[config.mk]
export PLATFORM = sky130hd
export DESIGN_NAME = alu_seq_mult
export DESIGN_NICKNAME = d
export VERILOG_FILES = /design/src/rtl/alu_seq_mult.sv
export SDC_FILE = /design/constraint.sdc
export NUM_CORES = 1
export LEC_CHECK = 0
export CAP_MARGIN = 20
export CORE_MARGIN = 2
export CORE_UTILIZATION = 50
export DETAILED_ROUTE_END_ITERATION = 8
export GPL_TIMING_DRIVEN = 1
export PLACE_DENSITY = 0.85
export RECOVER_POWER = 50
export SYNTH_ARGS = -nofsm -noshare
export SYNTH_HDL_FRONTEND = slang
export SYNTH_SLANG_ARGS = --single-unit
[constraint.sdc]
create_clock -name CLK -period 4.5 [get_ports CLK]
set_input_delay 0.675 -clock CLK [delete_from_list [all_inputs] [get_ports CLK]]
set_output_delay 0.675 -clock CLK [all_outputs]
set_load 0.02 [all_outputs]
[src/rtl/alu_seq_mult.sv]
// Multi-cycle 32x32 shift-and-add multiplier that drives a shared ALU (low product word only).
// Optional macro ALU_SEQ_MULT_EARLY_EXIT_EN: finish as soon as no set multiplier bits remain.
package alu_seq_mult_pkg;
    typedef logic [31:0] word_t;
    typedef enum logic [3:0] {
        ALU_SLL  = 4'd0,
        ALU_SRL  = 4'd1,
        ALU_ADD  = 4'd2,
        ALU_SUB  = 4'd3,
        ALU_AND  = 4'd4,
        ALU_OR   = 4'd5,
        ALU_XOR  = 4'd6,
        ALU_NOR  = 4'd7,
        ALU_SLT  = 4'd8,
        ALU_SLTU = 4'd9
    } aluop_t;
endpackage

module alu_seq_mult
    import alu_seq_mult_pkg::*;
#(
    parameter int ITER = 32
) (
    input  logic        CLK,
    input  logic        nRST,
    input  logic        start,
    input  word_t       opA,
    input  word_t       opB,
    output logic        busy,
    output logic        done,
    output word_t       result,
    output aluop_t      aluop,
    output word_t       portA,
    output word_t       portB,
    input  word_t       outputPort,
    output logic [1:0]  state_dbg
);

    typedef enum logic [1:0] {
        S_IDLE  = 2'd0,
        S_ADD   = 2'd1,
        S_SHIFT = 2'd2,
        S_DONE  = 2'd3
    } state_t;

    state_t     state_q, state_d;
    word_t      m_q, m_d;
    word_t      q_q, q_d;
    word_t      p_q, p_d;
    logic [5:0] cnt_q, cnt_d;
    word_t      result_q, result_d;
    word_t      q_next;
    logic       last_bit;

    always_comb begin
        state_d  = state_q;
        m_d      = m_q;
        q_d      = q_q;
        p_d      = p_q;
        cnt_d    = cnt_q;
        result_d = result_q;
        aluop    = ALU_ADD;
        portA    = '0;
        portB    = '0;
        // Multiplier after this SHIFT step; bit 0 selects whether an ADD follows.
        q_next   = q_q >> 1;
`ifdef ALU_SEQ_MULT_EARLY_EXIT_EN
        last_bit = (cnt_q == 6'(ITER - 1)) || (q_next == '0);
`else
        last_bit = (cnt_q == 6'(ITER - 1));
`endif

        case (state_q)
            S_IDLE: begin
                if (start) begin
                    m_d     = opA;
                    q_d     = opB;
                    p_d     = '0;
                    cnt_d   = '0;
                    state_d = opB[0] ? S_ADD : S_SHIFT;
                end
            end
            S_ADD: begin
                portA   = p_q;
                portB   = m_q;
                p_d     = outputPort;
                state_d = S_SHIFT;
            end
            S_SHIFT: begin
                aluop   = ALU_SLL;
                portA   = m_q;
                portB   = 32'd1;
                m_d     = outputPort;
                q_d     = q_next;
                cnt_d   = 6'(cnt_q + 6'd1);
                if (last_bit)
                    state_d = S_DONE;
                else
                    state_d = q_next[0] ? S_ADD : S_SHIFT;
            end
            S_DONE: begin
                result_d = p_q;
                state_d  = S_IDLE;
            end
            default: state_d = S_IDLE;
        endcase
    end

    always_ff @(posedge CLK or negedge nRST) begin
        if (!nRST) begin
            state_q  <= S_IDLE;
            m_q      <= '0;
            q_q      <= '0;
            p_q      <= '0;
            cnt_q    <= '0;
            result_q <= '0;
        end else begin
            state_q  <= state_d;
            m_q      <= m_d;
            q_q      <= q_d;
            p_q      <= p_d;
            cnt_q    <= cnt_d;
            result_q <= result_d;
        end
    end

    assign busy      = (state_q != S_IDLE);
    assign done      = (state_q == S_DONE);
    // Bypass so the product is already visible during the done pulse.
    assign result    = done ? p_q : result_q;
    assign state_dbg = state_q;

endmodule

After elaboration in Yosys (flattened, before gate mapping)
Index checks and enable logic that the tools add are counted.
- bits in registers: 136
- output and inout bits: 104
- eq/ne operators: 5
- reductions and logical operators: 6
- add/sub/neg operators: 1
- muxes and demuxes: 17
- operators by type and width (operator ; number):
    case mux 32 bit (2 select lines) ; 5
    2-to-1 mux 32 bit ; 4
    case mux 6 bit (2 select lines) ; 1
    2-to-1 mux 2 bit ; 5
    case mux 2 bit (4 select lines) ; 1
    adder 6 x 1 -> 6 bit, second input constant ; 1
    equality test 6 x 5 -> 1 bit, second input constant ; 1
    2-to-1 mux 6 bit ; 1
    nonzero test 2 bit ; 3
    equality test 2 bit, second input constant ; 2
    AND reduction 2 bit ; 2
    equality test 2 x 1 -> 1 bit, second input constant ; 1
    zero test 2 bit ; 1
    != test 2 bit, second input constant ; 1

Longest topological paths before layout
- word-level depth: 3
- mapped depth: 8
- depth with buffers taken out: 5

Worst setup path after synthesis
No wires, ideal clock.
- kind: reg2out
- from: register state_q[1], in the netlist state_dbg[1]
- to: output portA[10]
- path buffers: 2
- cell stages (with the launch flop): 7
- path slack: 2109 ps
- data arrival time: 1716 ps
- cell sequence: dfrtp_1 > inv_1 > ha_1 > clkbuf_1 > clkbuf_1 > a22oi_1 > nor2b_1
- longest elaborated chain between the ends: 2
- elaborated cells between the ends (all ways): 3
- those cells by class: 2 x eq/ne; 1 x mux
- RTL lines (item ; line ; text):
    start: declaration ; 46 ; state_t state_q, state_d;
    start signal: assignment ; 118 ; state_q <= state_d;
    equality test 2 bit or equality test 2 x 1 -> 1 bit (tied branches) ; 73 ; case (state_q)
    case mux 32 bit (2 select lines) * ; 73 ;
    end: declaration ; 33 ; output word_t portA,
Mark *: on every way between the ends. The rest lies on a longest branch, timed or not.

Final worst setup path
- from: register state_q[1], in the netlist state_dbg[1]
- to: output result[17]
- longest elaborated chain between the ends: 2
- RTL lines (item ; line ; text):
    equality test 2 bit ; 128 ; assign done = (state_q == S_DONE);
    2-to-1 mux 32 bit ; - ;
    end: declaration ; 31 ; output word_t result,
Every way passes these cells.

==> summary.md <==
| Metric | Value |
|---|---|
| Status | complete, but fails checks |
| Failing checks | max-capacitance violations, max-slew violations |
| Fin crit share | 87.6% |
| Residual DRC | 0 |
| Total Nets Final | 861 |
| Vias per cell | 5.49 |
| I/O pins | 203 |
| Setup TNS | 0 ns |
| Max-slew violation count | 231 |
| CP Launch Type | flop |
| Layout cells sized above 1 | 5.34% |
| GPL Wtd Cong | 0.828 |
| CTS Sinks | 135 |
| Share of the synthesized area in the top cell type | 53.1% |
| Largest net degree at the start of global routing | 103 |
| Max VDD drop | 0.000353 V |
| Aggregate global-route resource usage | 25.0% |
| Fin crit period | 3.94 ns |
| Hold path depth | 2 |
| Latest clock arrival within the worst-skew pair | 0.42 ns |
| Clk buf depth | 2 |
| Total wire length | 16.9 mm |
| Synth warn | 0 |
| Hold buffers post-CTS | 0 |
| R2R depth | 6 |
| Die area | 13600 um2 |
| Non-filler cells, final | 940 |
| Die Height | 117 um |
| Max frequency | 254 MHz |
| Slew HR | -64.0% |
| Arr. time, crit path | 3.27 ns |
| Setup WS pre-CTS | 1.26 ns |
| First DRT Iteration DRCs | 389 |
| Top post-synthesis cells by area | dfrtp_1, mux2i_1, mux2_2 |
| Syn avg cell area | 11.0 um2 |
| Synth Flop Type | dfrtp_1 |
| Post-route ant nets | 0 |
| Hold Crit Class | reg -> reg |
| Post-CTS Setup Bufs | 0 |
| Row count | 41 |
| Flip-flop and latch area | 3380 um2 |
| Crit end category | output pin |
| Fin Hold WS | 0.477 ns |
| CP max FO | 33 |
| Commonest non-fill, non-tap cell in the layout | clkdlybuf4s50_1 |
| Seq/Total Area, Yosys | 53.1% |
| Die W | 117 um |
| Detailed Place HPWL | 11.4 mm |
| Layout area overhead | 41.0% |
| Max Cap Viol | 4 |
| Synthesized flop and latch total | 135 |
| Gr ovfl total | 0 |
| Leakage | 3.83 nW |
| Most frequent cells in the layout | clkdlybuf4s50_1, dfrtp_1, o21ai_0, nand2_1, mux2i_1 |
| WS Path Type | reg -> out |
| Worst-path clk slew | 0.05 ns |
| Cell variety after synth | 30 |
| Post-Syn Instances | 578 |
| Antenna diode count | 0 |
| Post-synth EDFFs | 0 |
| Pwr per Cell Area | 694 nW/um2 |
| Dpl cells | 909 |
| Fillers | 899 |
| Number of global-route vias before repair | 5164 |
| Utilization after layout | 71.7% |
| Detailed-route via count | 5164 |
| # resized after CTS | 0 |
| First-pass GRT wire length | 26.2 mm |
| TritonRoute pass-1 iters | 5 |
| Yosys top cell by area | dfrtp_1 |
| Final setup skew | 0.0113 ns |
| CTS Buf Count | 17 |
| Setup ws final | 0.556 ns |
| Initial antenna violation count | 0 |
| CTS H-tree lvls | 4 |
| RSZ-0062 raised after global routing | false |
| CTS tree | done |
| Worst EP required | 3.83 ns |
| Wire per inst | 18.0 um |
| Asr flop ratio synth | 100% |
| Core area | 12500 um2 |
| Port Buffers | 199 |
| Final setup fails | 0 |
| Root buf cell | clkbuf_16 |
| Worst slew pin tran | 2.46 ns |
| Synthesized area | 6360 um2 |
| Initial Utilization | 50.8% |
| Final Hold Viols | 0 |
| Footprint of the multi-input gates | 2780 um2 |
[routing by layer]
| layer | up-vias | routed length, um | global-route usage (%) |
|---|---|---|---|
| li1 | 2388 | - | - |
| met1 | 2561 | 6990 | 31.2 |
| met2 | 193 | 8610 | 42.3 |
| met3 | 22 | 1070 | 7.26 |
| met4 | 0 | 238 | 7.53 |
| met5 | - | 0 | 0 |
[stage by stage]
stage	total power [mW]	instance area, um2
after floorplan	3.89	6370
after global placement	4.87	8440
after detailed placement	5.00	8440
after CTS	6.25	8960
after global routing	6.62	8970
final	6.22	8970
[final timing paths]
check / slack, ns / end / startpoint
worst max-delay path: 0.56 / result[17] / state_dbg[1]
worst min-delay path: 0.48 / q_q[5] / q_q[5]
worst max register to register: 1.28 / cnt_q[5] / state_dbg[0]
worst min register to register: 0.48 / q_q[5] / q_q[5]
max in group asynchronous: 1.58 / m_q[22] / nRST
min in group asynchronous: 1.00 / result_q[12] / nRST
[worst max-delay path: stages, from the launching register on]
cell,delay (ns)
dfrtp_1,0.45
ha_1,1.37
mux2_1,0.42
clkdlybuf4s50_1,0.60
[cell families after synthesis]
family                     share of synthesized area [%]
AOI/OAI and AO/OA                                   14.8
and+or+nand+nor                                     11.3
DFF                                                 53.1
muxes                                               15.8
buffers and inverters                               3.95
adders and majority gates                          0.983
other                                             0.0589
[power breakdown]
group	internal (mW)	switching (mW)
clock	0.754	0.472
sequential	1.75	0.351
combinational	1.33	1.57
[cell type report]
type | count | area share, %
inverters | 5 | 0.209
flip-flops and latches | 135 | 37.7
clock inverters | 3 | 0.195
multi-input cells | 390 | 31.0
clock buffers | 27 | 5.61
repair buffers | 208 | 23.0
well taps | 172 | 2.40
[synth_stat cells, drive strengths merged (2+ instances only)]
library cell / number
or3: 3
ha: 5
a21oi: 7
inv: 5
dfrtp: 135
nor2: 2
o21ai: 67
clkbuf: 23
mux2: 32
nand3: 2
a22oi: 32
nor2b: 34
nand2: 65
buf: 27
a22o: 33
and2: 32
mux2i: 64
[registers in the layout (all words and copies together) (netlist names)]
| signal | cells |
|---|---|
| m_q | 32 |
| result_q | 32 |
| cnt_q | 6 |
| q_q | 31 |
| state_dbg | 2 |
| p_q | 32 |
No activity file was read; power rests on OpenSTA's default activity.
